### config.mk
export PLATFORM = sky130hd
export DESIGN_NAME = if_id_skid_stage
export DESIGN_NICKNAME = d
export VERILOG_FILES = /design/src/rtl/if_id_skid_stage.sv
export SDC_FILE = /design/constraint.sdc
export NUM_CORES = 1
export LEC_CHECK = 0
export ABC_CLOCK_PERIOD_IN_PS = 2650
export CAP_MARGIN = 20
export CORE_MARGIN = 2
export CORE_UTILIZATION = 49
export DETAILED_ROUTE_END_ITERATION = 8
export MAX_ROUTING_LAYER = met4
export PLACE_DENSITY = 0.85
export SLEW_MARGIN = 25
export SYNTH_ARGS = -nofsm -noshare
export SYNTH_HDL_FRONTEND = slang
export SYNTH_SLANG_ARGS = --single-unit
### constraint.sdc
create_clock -name clock -period 2.65 [get_ports clock]
set_clock_uncertainty 0.2 [all_clocks]
set_input_delay 0.53 -clock clock [delete_from_list [all_inputs] [get_ports clock]]
set_output_delay 0.53 -clock clock [all_outputs]
set_load 0.02 [all_outputs]
### src/rtl/if_id_skid_stage.sv
// rtl/if_id_skid_stage.sv - two-entry IF/ID skid buffer with flush and J-format target
// Holds {pc, pcplus4, inst} from fetch and hands them to decode in order.
module if_id_skid_stage #(
  parameter int               WIDTH    = 32,
  parameter logic [WIDTH-1:0] NOP_INST = '0
) (
  input  logic             clock,
  input  logic             reset,
  input  logic             in_valid,
  output logic             in_ready,
  input  logic [WIDTH-1:0] in_pc,
  input  logic [WIDTH-1:0] in_pcplus4,
  input  logic [WIDTH-1:0] in_inst,
  input  logic             flush,
  output logic             out_valid,
  input  logic             out_ready,
  output logic [WIDTH-1:0] out_pc,
  output logic [WIDTH-1:0] out_pcplus4,
  output logic [WIDTH-1:0] out_inst,
  output logic [WIDTH-1:0] out_jump_addr,
  output logic [1:0]       count
);

  typedef enum logic [1:0] {
    EMPTY = 2'd0,
    ONE   = 2'd1,
    FULL  = 2'd2
  } state_t;

  state_t           state, state_next;
  logic             push, pop;
  logic             load_head_in, load_head_tail, load_tail;
  logic [WIDTH-1:0] head_pc, head_pcplus4, head_inst;
  logic [WIDTH-1:0] tail_pc, tail_pcplus4, tail_inst;

  // in_ready looks only at registered occupancy so decode stalls never reach fetch.
  assign in_ready  = ~reset & (state != FULL);
  assign out_valid = (state != EMPTY);
  assign count     = state;
  assign push      = in_valid & in_ready & ~flush;
  assign pop       = out_valid & out_ready & ~flush;

  always_ff @(posedge clock) begin
    if (reset) state <= EMPTY;
    else       state <= state_next;
  end

  always_comb begin
    state_next     = state;
    load_head_in   = 1'b0;
    load_head_tail = 1'b0;
    load_tail      = 1'b0;
    if (flush) begin
      state_next = EMPTY;
    end else begin
      case (state)
        EMPTY: begin
          if (push) begin
            state_next   = ONE;
            load_head_in = 1'b1;
          end
        end
        ONE: begin
          if (push && !pop) begin
            state_next = FULL;
            load_tail  = 1'b1;
          end else if (push && pop) begin
            load_head_in = 1'b1;
          end else if (pop) begin
            state_next = EMPTY;
          end
        end
        FULL: begin
          if (pop) begin
            state_next     = ONE;
            load_head_tail = 1'b1;
          end
        end
        default: state_next = EMPTY;
      endcase
    end
  end

  always_ff @(posedge clock) begin
    if (reset) begin
      head_pc      <= '0;
      head_pcplus4 <= '0;
      head_inst    <= NOP_INST;
      tail_pc      <= '0;
      tail_pcplus4 <= '0;
      tail_inst    <= NOP_INST;
    end else begin
      if (load_head_in) begin
        head_pc      <= in_pc;
        head_pcplus4 <= in_pcplus4;
        head_inst    <= in_inst;
      end else if (load_head_tail) begin
        head_pc      <= tail_pc;
        head_pcplus4 <= tail_pcplus4;
        head_inst    <= tail_inst;
      end
      if (load_tail) begin
        tail_pc      <= in_pc;
        tail_pcplus4 <= in_pcplus4;
        tail_inst    <= in_inst;
      end
    end
  end

  // An empty stage presents a nop so control decodes nothing harmful.
  assign out_pc        = out_valid ? head_pc      : '0;
  assign out_pcplus4   = out_valid ? head_pcplus4 : '0;
  assign out_inst      = out_valid ? head_inst    : NOP_INST;
  assign out_jump_addr = {out_pcplus4[WIDTH-1 -: 4], out_inst[25:0], 2'b00};

endmodule

==> metrics.sh <==
WORST-R2R-CELL-COUNT=5
SYNTH-SEQ-AREA-SHARE_PCT=43.8
MOSTFREQUENTLAYOUTCELLS='dfxtp_1 (194), nand2_1 (193), dlygate4sd2_1 (126)'
GRT_FIRST_PASS_WIRELENGTH_UM=42100
START_UTIL_PCT=49.7
GP_ROUTABILITY_CONGESTION=0.797
POSTROUTEANTENNANETS=0
WORSTSKEWPAIRLATENCY_NS=0.43
DESIGN.DIE.AREA_SQ_MM=0.0192
HOLD_VIOL=0
YOSYS_REGISTER_BITS=194
PORTBUFS=230
CLOCK_POWER_SHARE_PCT=42.1
VIAS=8933
REGTOREGSTARTPOINT='count[1]$_SDFFE_PP0P_'
MAXSLEWVIOLCOUNT=0
HTREE_NUM_LEVELS=4
SLEW_OF_THE_PIN_WITH_THE_LOWEST_SLEW_MARGIN_NS=0.767
FINALCRITICALPERIOD_NS=2.59
TIMING.HOLD.WORST.CLASS='in -> reg'
FLOORPLAN.IO_PINS=233
TRITONCTS_CLOCK_TREE='built'
SETUP_TNS_NS=0
CTS_INSERTED_BUFFERS=17
POSTCTSSETUPBUFFERS=0
DIE_H_UM=139
CPPEAKSTAGEDELAY_NS=0.57
CLOCK_SINK_COUNT=194
DIODES=0
COMBINATIONALPOWERSHARE_PCT=10.1
POSTLAYOUTCOREUTIL_PCT=65.3
MAX-SLEW-MARGIN-REL_PCT=48.8
FMAX_MHz=386
MAPPEDNETLISTAREA_SQ_MM=0.00887
POWER_SWITCHING_uW=1540
MAX-VDD-IR-DROP_uV=458
GRT_REMAINING_OVERFLOW=0
WORSTPATHCELLLIST='or2_2 > buf_6 > clkdlybuf4s50_1'
N_FILL_CELL=1513
AREA.GROWTH.SYNTH_TO_FINAL_PCT=31.2
FLOORPLAN.ROWS=49
CLKTRANSATPATHREGS_NS=0.07
CP-ENDPOINT='out_valid'
WORST-PATH-MAX-FANOUT=45
INTERNAL-POWER_uW=4820
DESIGN.CORE.AREA_SQ_MM=0.0178
CLOCK_TREE.BUFFER_DEPTH=2
WORSTPATHARRIVAL_NS=1.86
STATIC-LEAKAGE-POWER_uW=0.00441
LAYOUT_COMMONEST_CELL='dfxtp_1'
CRITICAL_PATH.ENDPOINT_TYPE='primary output'
ANTENNA_VIOLATIONS_BEFORE_REPAIR=0
POWER.SWITCHING_FRACTION_PCT=24.2
SETUP.WORST_PATH.START='count[1]$_SDFFE_PP0P_'
CRITPATHKIND='reg -> out'
SETUP_VIOL_COUNT_FINAL=0
WORSTREG2REGEND='tail_pc[5]$_SDFFE_PP0P_'
TIMING.MAX_CAP.VIOLATIONS=0
STDCELL_COUNT=1504
LAYOUT-DRIVE-GT1-SHARE_PCT=5.49
POST_DRT_WL_PER_CELL_UM=17.3
REQUIRED_NS=1.92
REMAINING_DRC_ERRORS=0
PLACED_INSTANCES=1472
LAYOUT_SETUP_WS_NS=0.0620
FINAL_MIN_PERIOD_OVER_CLOCK_PERIOD_PCT=97.7
TIMING.REG2REG.SETUP_SLACK_NS=0.60
RSZ0062_AT_GRT='false'
SYNTHESIS.INSTANCES=1144
PLACEMENT.SETUP.WORST_SLACK_NS=0.0532
SYNTH_AREA_PER_CELL_SQ_UM=7.76
YOSYSWARNINGCOUNT=0
TIMING.CRITICAL_PATH.SLOWEST_STAGE_CELL='clkdlybuf4s50_1'
POWERDENSITY_mW_PER_MM2=546
ROUTED_WIRELENGTH_UM=26100
GRT_PASS1_VIAS=8225
WORSTHOLDSTART='reset'
FLOP_PWR_SHARE_PCT=47.8
DP_HPWL_UM=15700
FIRST_PASS_ITERS=7
GRT_USE_TOTAL_PCT=27.2
GRT_MAX_DEGREE=101
OUTCOME='complete, no violations'
NETS=1363
POST_SYNTH_NUM_CELL_TYPES=26
VIA_PER_INST=5.94
DIEWIDTH_UM=139
DRTITER0DRC=983
CTS_ROOT_BUF='clkbuf_16'
START_KIND='flip-flop'
==> cell type report <==
class / count / area [sq um] / share of cell area [%]
clock buffer: 20 / 457 / 3.92
clock inverter: 12 / 155 / 1.33
multi-input combinational: 790 / 4280 / 36.8
sequential: 194 / 3880 / 33.4
tap: 229 / 287 / 2.46
timing repair buffer: 259 / 2580 / 22.2
==> sequential cells by signal, summed over array words and instances, names as in the netlist <==
| register | flops |
|---|---|
| head_pc | 32 |
| tail_inst | 32 |
| tail_pc | 32 |
| count | 2 |
| tail_pcplus4 | 32 |
| head_inst | 32 |
| head_pcplus4 | 32 |
==> logic make-up after synthesis <==
| kind of cell | share of synthesized area (%) |
|---|---|
| AND/OR/NAND/NOR | 27.1 |
| AO/OA/AOI/OAI | 20.5 |
| flip-flops | 43.8 |
| buffers and inverters | 8.46 |
| multiplexers | 0.113 |
| other | 0.0423 |
==> what timing repair did <==
action                     in CTS  in global routing
setup endpoints to repair     127                  0
hold endpoints to repair        0                  0
hold buffers                    0                  0
resized for setup             127                  0
==> cells in the mapped netlist (all sizes together) <==
master   instances  share of area [%]
a21oi           98                5.5
a311oi          96                9.5
and2            96                6.8
and4bb           1               0.14
buf             55                4.0
clkbuf         106                4.5
conb             1              0.042
dfxtp          194                 44
mux2i            1               0.11
nand2          194                8.2
nand2b           1              0.071
nand3           96                5.4
nand4bb          1               0.13
nor2             3               0.13
nor2b            3               0.21
nor3            96                5.4
nor4             1              0.071
nor4b            1               0.27
o21a             1              0.085
o21ai           96                5.4
or2              1              0.071
or3b             1              0.099
or4b             1               0.11
==> power by group through the flow <==
stage	registers, uW	logic (uW)	clock network (uW)
after detailed placement	3110	655	0
after global routing	3050	693	2830
after CTS	3040	642	2700
after global placement	3100	646	0
after floorplan	3090	326	0
final	3040	644	2680
==> critical path, delay by kind of cell, from the launching register on <==
family	cells	cell delay, ns
flops	1	0.31
buf+inv	2	0.77
simple gates	1	0.33
==> layer usage <==
layer	global-route usage [%]	part of all wire (%)	up-vias
li1	-	-	4234
met1	34.9	42	4234
met2	43.1	49	419
met3	5.39	7.3	46
met4	9.18	2.3	0
met5	-	0	-
==> through the flow <==
step           total power, uW  instance area [sq um]  hold slack (ns)
2_1_floorplan             3420                   8880            0.254
3_3_place_gp              3750                  11200            0.259
3_5_place_dp              3760                  11200            0.266
4_1_cts                   6380                  11600            0.193
5_1_grt                   6570                  11600            0.206
6_report                  6360                  11600            0.200
==> worst min path at each step <==
stage,to,slack (ns),cells past startpoint
2_1_floorplan,tail_inst[0]$_SDFFE_PP0P_,0.25,2
3_3_place_gp,tail_pcplus4[14]$_SDFFE_PP0P_,0.26,2
3_5_place_dp,tail_pcplus4[14]$_SDFFE_PP0P_,0.27,2
4_1_cts,tail_pc[31]$_SDFFE_PP0P_,0.19,2
5_1_grt,tail_pc[31]$_SDFFE_PP0P_,0.21,2
6_report,tail_pc[31]$_SDFFE_PP0P_,0.20,2
Note: power is estimated with default switching activity, not from simulation.
